**config.mk**
```make
export PLATFORM = sky130hd
export DESIGN_NAME = f1_reaction_timer
export DESIGN_NICKNAME = d
export VERILOG_FILES = /design/src/rtl/f1_pkg.sv /design/src/rtl/f1_lfsr.sv /design/src/rtl/f1_reaction_timer.sv
export SDC_FILE = /design/constraint.sdc
export NUM_CORES = 1
export LEC_CHECK = 0
export CORE_ASPECT_RATIO = 0.8
export CORE_UTILIZATION = 34
export DETAILED_ROUTE_END_ITERATION = 12
export HOLD_SLACK_MARGIN = 0.08
export MAX_ROUTING_LAYER = met4
export SYNTH_ARGS = -nofsm -noshare
export SYNTH_HDL_FRONTEND = slang
export SYNTH_SLANG_ARGS = --single-unit
```
**constraint.sdc**
```tcl
create_clock -name clk -period 1.69 [get_ports clk]
set_input_delay 0.338 -clock clk [delete_from_list [all_inputs] [get_ports clk]]
set_output_delay 0.338 -clock clk [all_outputs]
set_load 0.05 [all_outputs]
```
**src/rtl/f1_pkg.sv**
```systemverilog
// Shared types and constants for the F1 start-light reaction timer.
package f1_pkg;

  typedef enum logic [2:0] {
    ST_IDLE  = 3'd0,
    ST_HOLD  = 3'd1,
    ST_REACT = 3'd2,
    ST_DONE  = 3'd3,
    ST_FAULT = 3'd4
  } f1_state_e;

  localparam logic [7:0] LIGHTS_ALL   = 8'hFF;
  localparam logic [7:0] LIGHTS_OFF   = 8'h00;
  localparam logic [7:0] LIGHTS_FAULT = 8'hAA;

  // x^7 + x^6 + 1: feedback from the two most significant stages
  localparam logic [6:0] LFSR_TAPS = 7'b110_0000;

  function automatic logic [6:0] lfsr_next(input logic [6:0] cur);
    return {cur[5:0], ^(cur & LFSR_TAPS)};
  endfunction

endpackage

```
**src/rtl/f1_lfsr.sv**
```systemverilog
// 7-bit Fibonacci LFSR used to randomise the lights-out delay.
module f1_lfsr
  import f1_pkg::*;
#(
  parameter logic [6:0] SEED = 7'h01
) (
  input  logic       clk,
  input  logic       rst,
  output logic [6:0] q
);

  logic [6:0] q_q;

  always_ff @(posedge clk) begin
    if (!rst) begin
      q_q <= SEED;
    end else begin
      q_q <= lfsr_next(q_q);
    end
  end

  assign q = q_q;

endmodule

```
**src/rtl/f1_reaction_timer.sv**
```systemverilog
// F1 reaction timer: holds the full light bar for a random delay, then times the driver.
// Optional best-time tracking is enabled by defining F1_BEST_TIME_EN.
module f1_reaction_timer
  import f1_pkg::*;
#(
  parameter int         CNT_WIDTH = 16,
  parameter int         DELAY_MIN = 16,
  parameter logic [6:0] SEED      = 7'h01
) (
  input  logic                 clk,
  input  logic                 rst,
  input  logic                 en,
  input  logic [7:0]           lights_in,
  input  logic                 trigger,
  output logic                 seq_stall,
  output logic [7:0]           lights_out,
  output logic [CNT_WIDTH-1:0] react_time,
  output logic                 time_valid,
  output logic                 false_start,
  output logic [CNT_WIDTH-1:0] best_time
);

  localparam int DLY_W = $clog2(DELAY_MIN + 128);
  localparam logic [CNT_WIDTH-1:0] CNT_MAX = '1;

  f1_state_e            state_q, state_d;
  logic [DLY_W-1:0]     dly_q, dly_d;
  logic [CNT_WIDTH-1:0] cnt_q, cnt_d;
  logic [CNT_WIDTH-1:0] rt_q, rt_d;
  logic                 valid_q, valid_d;
  logic                 fs_q;
  logic                 trig_q;
  logic                 press;
  logic [6:0]           lfsr;

  f1_lfsr #(.SEED(SEED)) u_lfsr (
    .clk (clk),
    .rst (rst),
    .q   (lfsr)
  );

  assign press = trigger & ~trig_q;

  always_comb begin
    state_d = state_q;
    dly_d   = dly_q;
    cnt_d   = cnt_q;
    rt_d    = rt_q;
    valid_d = 1'b0;
    case (state_q)
      ST_IDLE: begin
        if (lights_in == LIGHTS_ALL) begin
          dly_d   = DLY_W'(DELAY_MIN) + DLY_W'(lfsr);
          state_d = ST_HOLD;
        end
      end
      ST_HOLD: begin
        // A press on the expiry tick is still a false start
        if (press) begin
          state_d = ST_FAULT;
        end else if (en) begin
          if (dly_q == DLY_W'(1)) begin
            cnt_d   = '0;
            state_d = ST_REACT;
          end else begin
            dly_d = dly_q - DLY_W'(1);
          end
        end
      end
      ST_REACT: begin
        if (press) begin
          rt_d    = cnt_q;
          valid_d = 1'b1;
          state_d = ST_DONE;
        end else if (cnt_q == CNT_MAX) begin
          rt_d    = CNT_MAX;
          valid_d = 1'b1;
          state_d = ST_DONE;
        end else if (en) begin
          cnt_d = cnt_q + CNT_WIDTH'(1);
        end
      end
      ST_DONE, ST_FAULT: begin
        if (lights_in == LIGHTS_OFF) begin
          state_d = ST_IDLE;
        end
      end
      default: state_d = ST_IDLE;
    endcase
  end

  always_ff @(posedge clk) begin
    if (!rst) begin
      state_q <= ST_IDLE;
      dly_q   <= '0;
      cnt_q   <= '0;
      rt_q    <= '0;
      valid_q <= 1'b0;
      fs_q    <= 1'b0;
      trig_q  <= 1'b0;
    end else begin
      state_q <= state_d;
      dly_q   <= dly_d;
      cnt_q   <= cnt_d;
      rt_q    <= rt_d;
      valid_q <= valid_d;
      fs_q    <= (state_d == ST_FAULT);
      trig_q  <= trigger;
    end
  end

  always_comb begin
    case (state_q)
      ST_HOLD:           lights_out = LIGHTS_ALL;
      ST_REACT, ST_DONE: lights_out = LIGHTS_OFF;
      ST_FAULT:          lights_out = LIGHTS_FAULT;
      default:           lights_out = lights_in;
    endcase
  end

  // Stall in the very cycle the full bar is seen so the sequencer never runs ahead
  assign seq_stall = (state_q == ST_HOLD) || (state_q == ST_REACT) ||
                     ((state_q == ST_IDLE) && (lights_in == LIGHTS_ALL));

  assign react_time  = rt_q;
  assign time_valid  = valid_q;
  assign false_start = fs_q;

`ifdef F1_BEST_TIME_EN
  logic [CNT_WIDTH-1:0] best_q;
  logic                 scored;

  // Only genuine presses count; timeouts leave the record alone
  assign scored = (state_q == ST_REACT) && press;

  always_ff @(posedge clk) begin
    if (!rst) begin
      best_q <= '1;
    end else if (scored && (cnt_q < best_q)) begin
      best_q <= cnt_q;
    end
  end

  assign best_time = best_q;
`else
  assign best_time = '1;
`endif

endmodule

```
==> summary.md <==
| Metric | Value |
|---|---|
| Status | `finished with violations` |
| Violated checks | `negative setup slack` |
| Mapped Cells | `332` |
| CTS Buf Count | `5` |
| RePlAce Congestion | `roughly 0.9` |
| Full die area | `8850 um^2` |
| # diodes | `0` |
| ANT nets after route | `0` |
| Wire per inst | `16.1 um` |
| Fin. max-slew vios | `0` |
| IO Pins | `55` |
| Synth async-reset ratio | `0%` |
| Initial antenna violation count | `0` |
| Multi-input logic area | `2070 um^2` |
| Placed cell count | `around 540` |
| Setup TNS | `-4710 ps` |
| CTS tree | `built` |
| GR Overflow Total | `0` |
| Vias in the first global route | `3031` |
| First-pass GRT wire length | `14600 um` |
| Worst Skew | `11.6 ps` |
| WP data arrival | `1530 ps` |
| Syn. warnings | `0` |
| Number of flops mapped to enable cells by yosys | `0` |
| Most used DFF post-synth | `dfxtp_1` |
| Sequential area share after synthesis | `36.8%` |
| Clock latency on the worst-skew pair | `between 300 and 400 ps` |
| Worst endpoint required time | `1350 ps` |
| CP Launch Type | `flip-flop` |
| Most frequent cells in the layout | `buf_4 (103), dfxtp_1 (41), buf_6 (20), nand2_1 (19), a21oi_2 (17)` |
| Worst vdd ir | `0.340 mV` |
| Share of layout cells above drive strength 1 | `54.0%` |
| Fin crit share | `111%` |
| Row cnt | `29` |
| CP cell instances | `buf_6, or2_4, nor4_4, o21bai_4, buf_12` |
| Max-cap viol count | `0` |
| Die W | `approximately 100 um` |
| Final core utilization | `60.7%` |
| Clk root buf | `clkbuf_8` |
| Drt drc | `0` |
| CTS max path bufs | `2` |
| Clk sinks | `53` |
| Largest stage delay, worst path | `350 ps` |
| GR Util All Layers | `21.0%` |
| Leakage power figure | `0.00192 uW` |
| H-Tree Level Count | `2` |
| DR iter-0 viols | `196` |
| I/O Buffers | `38` |
| CP Class | `reg -> out` |
| Total power | `2500 uW` |
| Pin count of the biggest net entering global routing | `32` |
| Seq cells post-synth | `53` |
| Final setup vio count | `44` |
| Worst min path class | `reg -> reg` |
| Register area | `1080 um^2` |
| Via density | `5.38` |
| Post-Synthesis Cell Area | `approximately 2900 um^2` |
| Fin cells | `582` |
| Min cycle time layout | `between 1500 and 2000 ps` |
| Starting density of the core | `35.8%` |
| Peak fanout along the critical path | `5` |
| Total routed wirelength | `9360 um` |
| Syn_area_per_cell | `8.68 um^2` |
| Fin. Hold Viols | `0` |
| Power density over cell area | `511 nW/um^2` |
| RSZ-0062 raised after global routing | `yes` |
| Commonest non-fill, non-tap cell in the layout | `buf_4` |
| Post-layout net count | `490` |
| Clk slew on worst S/H paths | `around 100 ps` |
| Area Overhead vs Synth | `69.7%` |
| Worst setup margin | `-183 ps` |
| Fill count | `between 600 and 700` |
| Post-synth cell types | `58` |
| Post-DP HPWL | `5670 um` |
| DRT Pass-1 Iters | `4` |
| DIE HEIGHT | `roughly 84 um` |
| Max Freq | `534 MHz` |
| Hold buffer count at CTS | `0` |
| Via count | `approximately 3100` |
| Slowest cell on crit path | `dfxtp_2` |
| Core area | `a little over 8000 um^2` |
| Setup crit end kind | `output port` |
-- state kept, by name, summed over array words and instances, names as in the netlist --
signal       count
u_lfsr.q         7
false_start      1
trig_q           1
cnt_q           16
state_q          3
dly_q            8
time_valid       1
react_time      16
-- layout make-up --
type                    count  area share (%)
multi-input cells         254            42.3
repair buffers            154            30.2
flip-flops and latches     53            22.1
well taps                 108            2.76
clock buffers               5            1.41
clock inverters             3           0.896
inverters                   5           0.384
-- worst paths after layout --
check | start | slack, ps | cells past startpoint | to
setup reg to reg | state_q[0] | -170 | 9 | cnt_q[10]
setup / recovery | state_q[0] | -180 | 5 | seq_stall
hold reg to reg | u_lfsr.q[3] | 480 | 1 | u_lfsr.q[4]
hold / removal | u_lfsr.q[3] | 480 | 1 | u_lfsr.q[4]
-- report_power, final --
group	leakage [uW]	switching [uW]	internal, uW
registers	0.000434	4.77	1250
clock network	0.0000585	454	445
logic	0.00143	216	124
total	0.00192	674	1820
-- stage by stage --
stage	worst slack, ps	hold slack [ps]	area, um^2
4_1_cts	-169	476	4580
5_1_grt	-248	499	4890
6_report	-183	476	4890
2_1_floorplan	0.410	429	2980
3_5_place_dp	-469	448	3940
3_3_place_gp	-436	449	3940
-- per-layer routing --
| layer | routed length (um) | up-vias | global-route usage, % |
|---|---|---|---|
| met3 | 450 | 10 | 3.65 |
| met5 | 0 | - | - |
| li1 | - | 1495 | - |
| met2 | 4410 | 96 | 33.6 |
| met4 | 110 | 0 | 3.71 |
| met1 | 4390 | 1528 | 28.0 |
-- logic make-up after synthesis --
group	synth area share, %
adders and majority gates	2.17
DFF	36.8
xor gates and xnor gates	0.304
and+or+nand+nor	27.2
other	0.130
buffers and inverters	8.99
AOI/OAI and AO/OA	23.0
muxes	1.39
-- critical path: cells and delay by family (launching register included) --
family,cells,cell delay [ps]
AOI/OAI and AO/OA,1,180
buffers and inverters,2,270
DFF,1,350
and+or+nand+nor,2,430
-- synthesized netlist by cell type, types with 2 or more instances --
library cell   n  area [um^2]
buf_4         17          128
ha_1           5         62.6
nor4_1         6         37.5
nand2_1       21         78.8
nor3_1         9         45.0
nand4_2        2         25.0
dfxtp_1       53         1060
a211oi_1       2         15.0
a21oi_1       25          125
nor4_4         2         42.5
and2_1         9         56.3
nand3_1       15         75.1
a31oi_1        4         25.0
nor3b_1        3         22.5
a21o_1         4         30.0
o221a_2       16          180
buf_2          8         40.0
nor2_1        16         60.1
o21ai_1        2         10.0
clkbuf_1       6         22.5
buf_6          4         45.0
and3_1         3         18.8
a31o_2         2         17.5
nor2b_1        4         25.0
nand4_1       13         81.3
inv_1          4         15.0
or3_1         10         62.6
nand2b_1       8         50.1
o21ai_0       26          130
o22ai_1        2         12.5
mux2i_1        4         40.0
-- what timing repair did --
action | in CTS | in global routing
gates cloned | 3 | 1
pin swaps | 23 | 19
buffers inserted | 26 | 10
setup endpoints to repair | 52 | 49
gates resized for setup | 88 | 49
No activity file was read; power rests on OpenSTA's default activity.
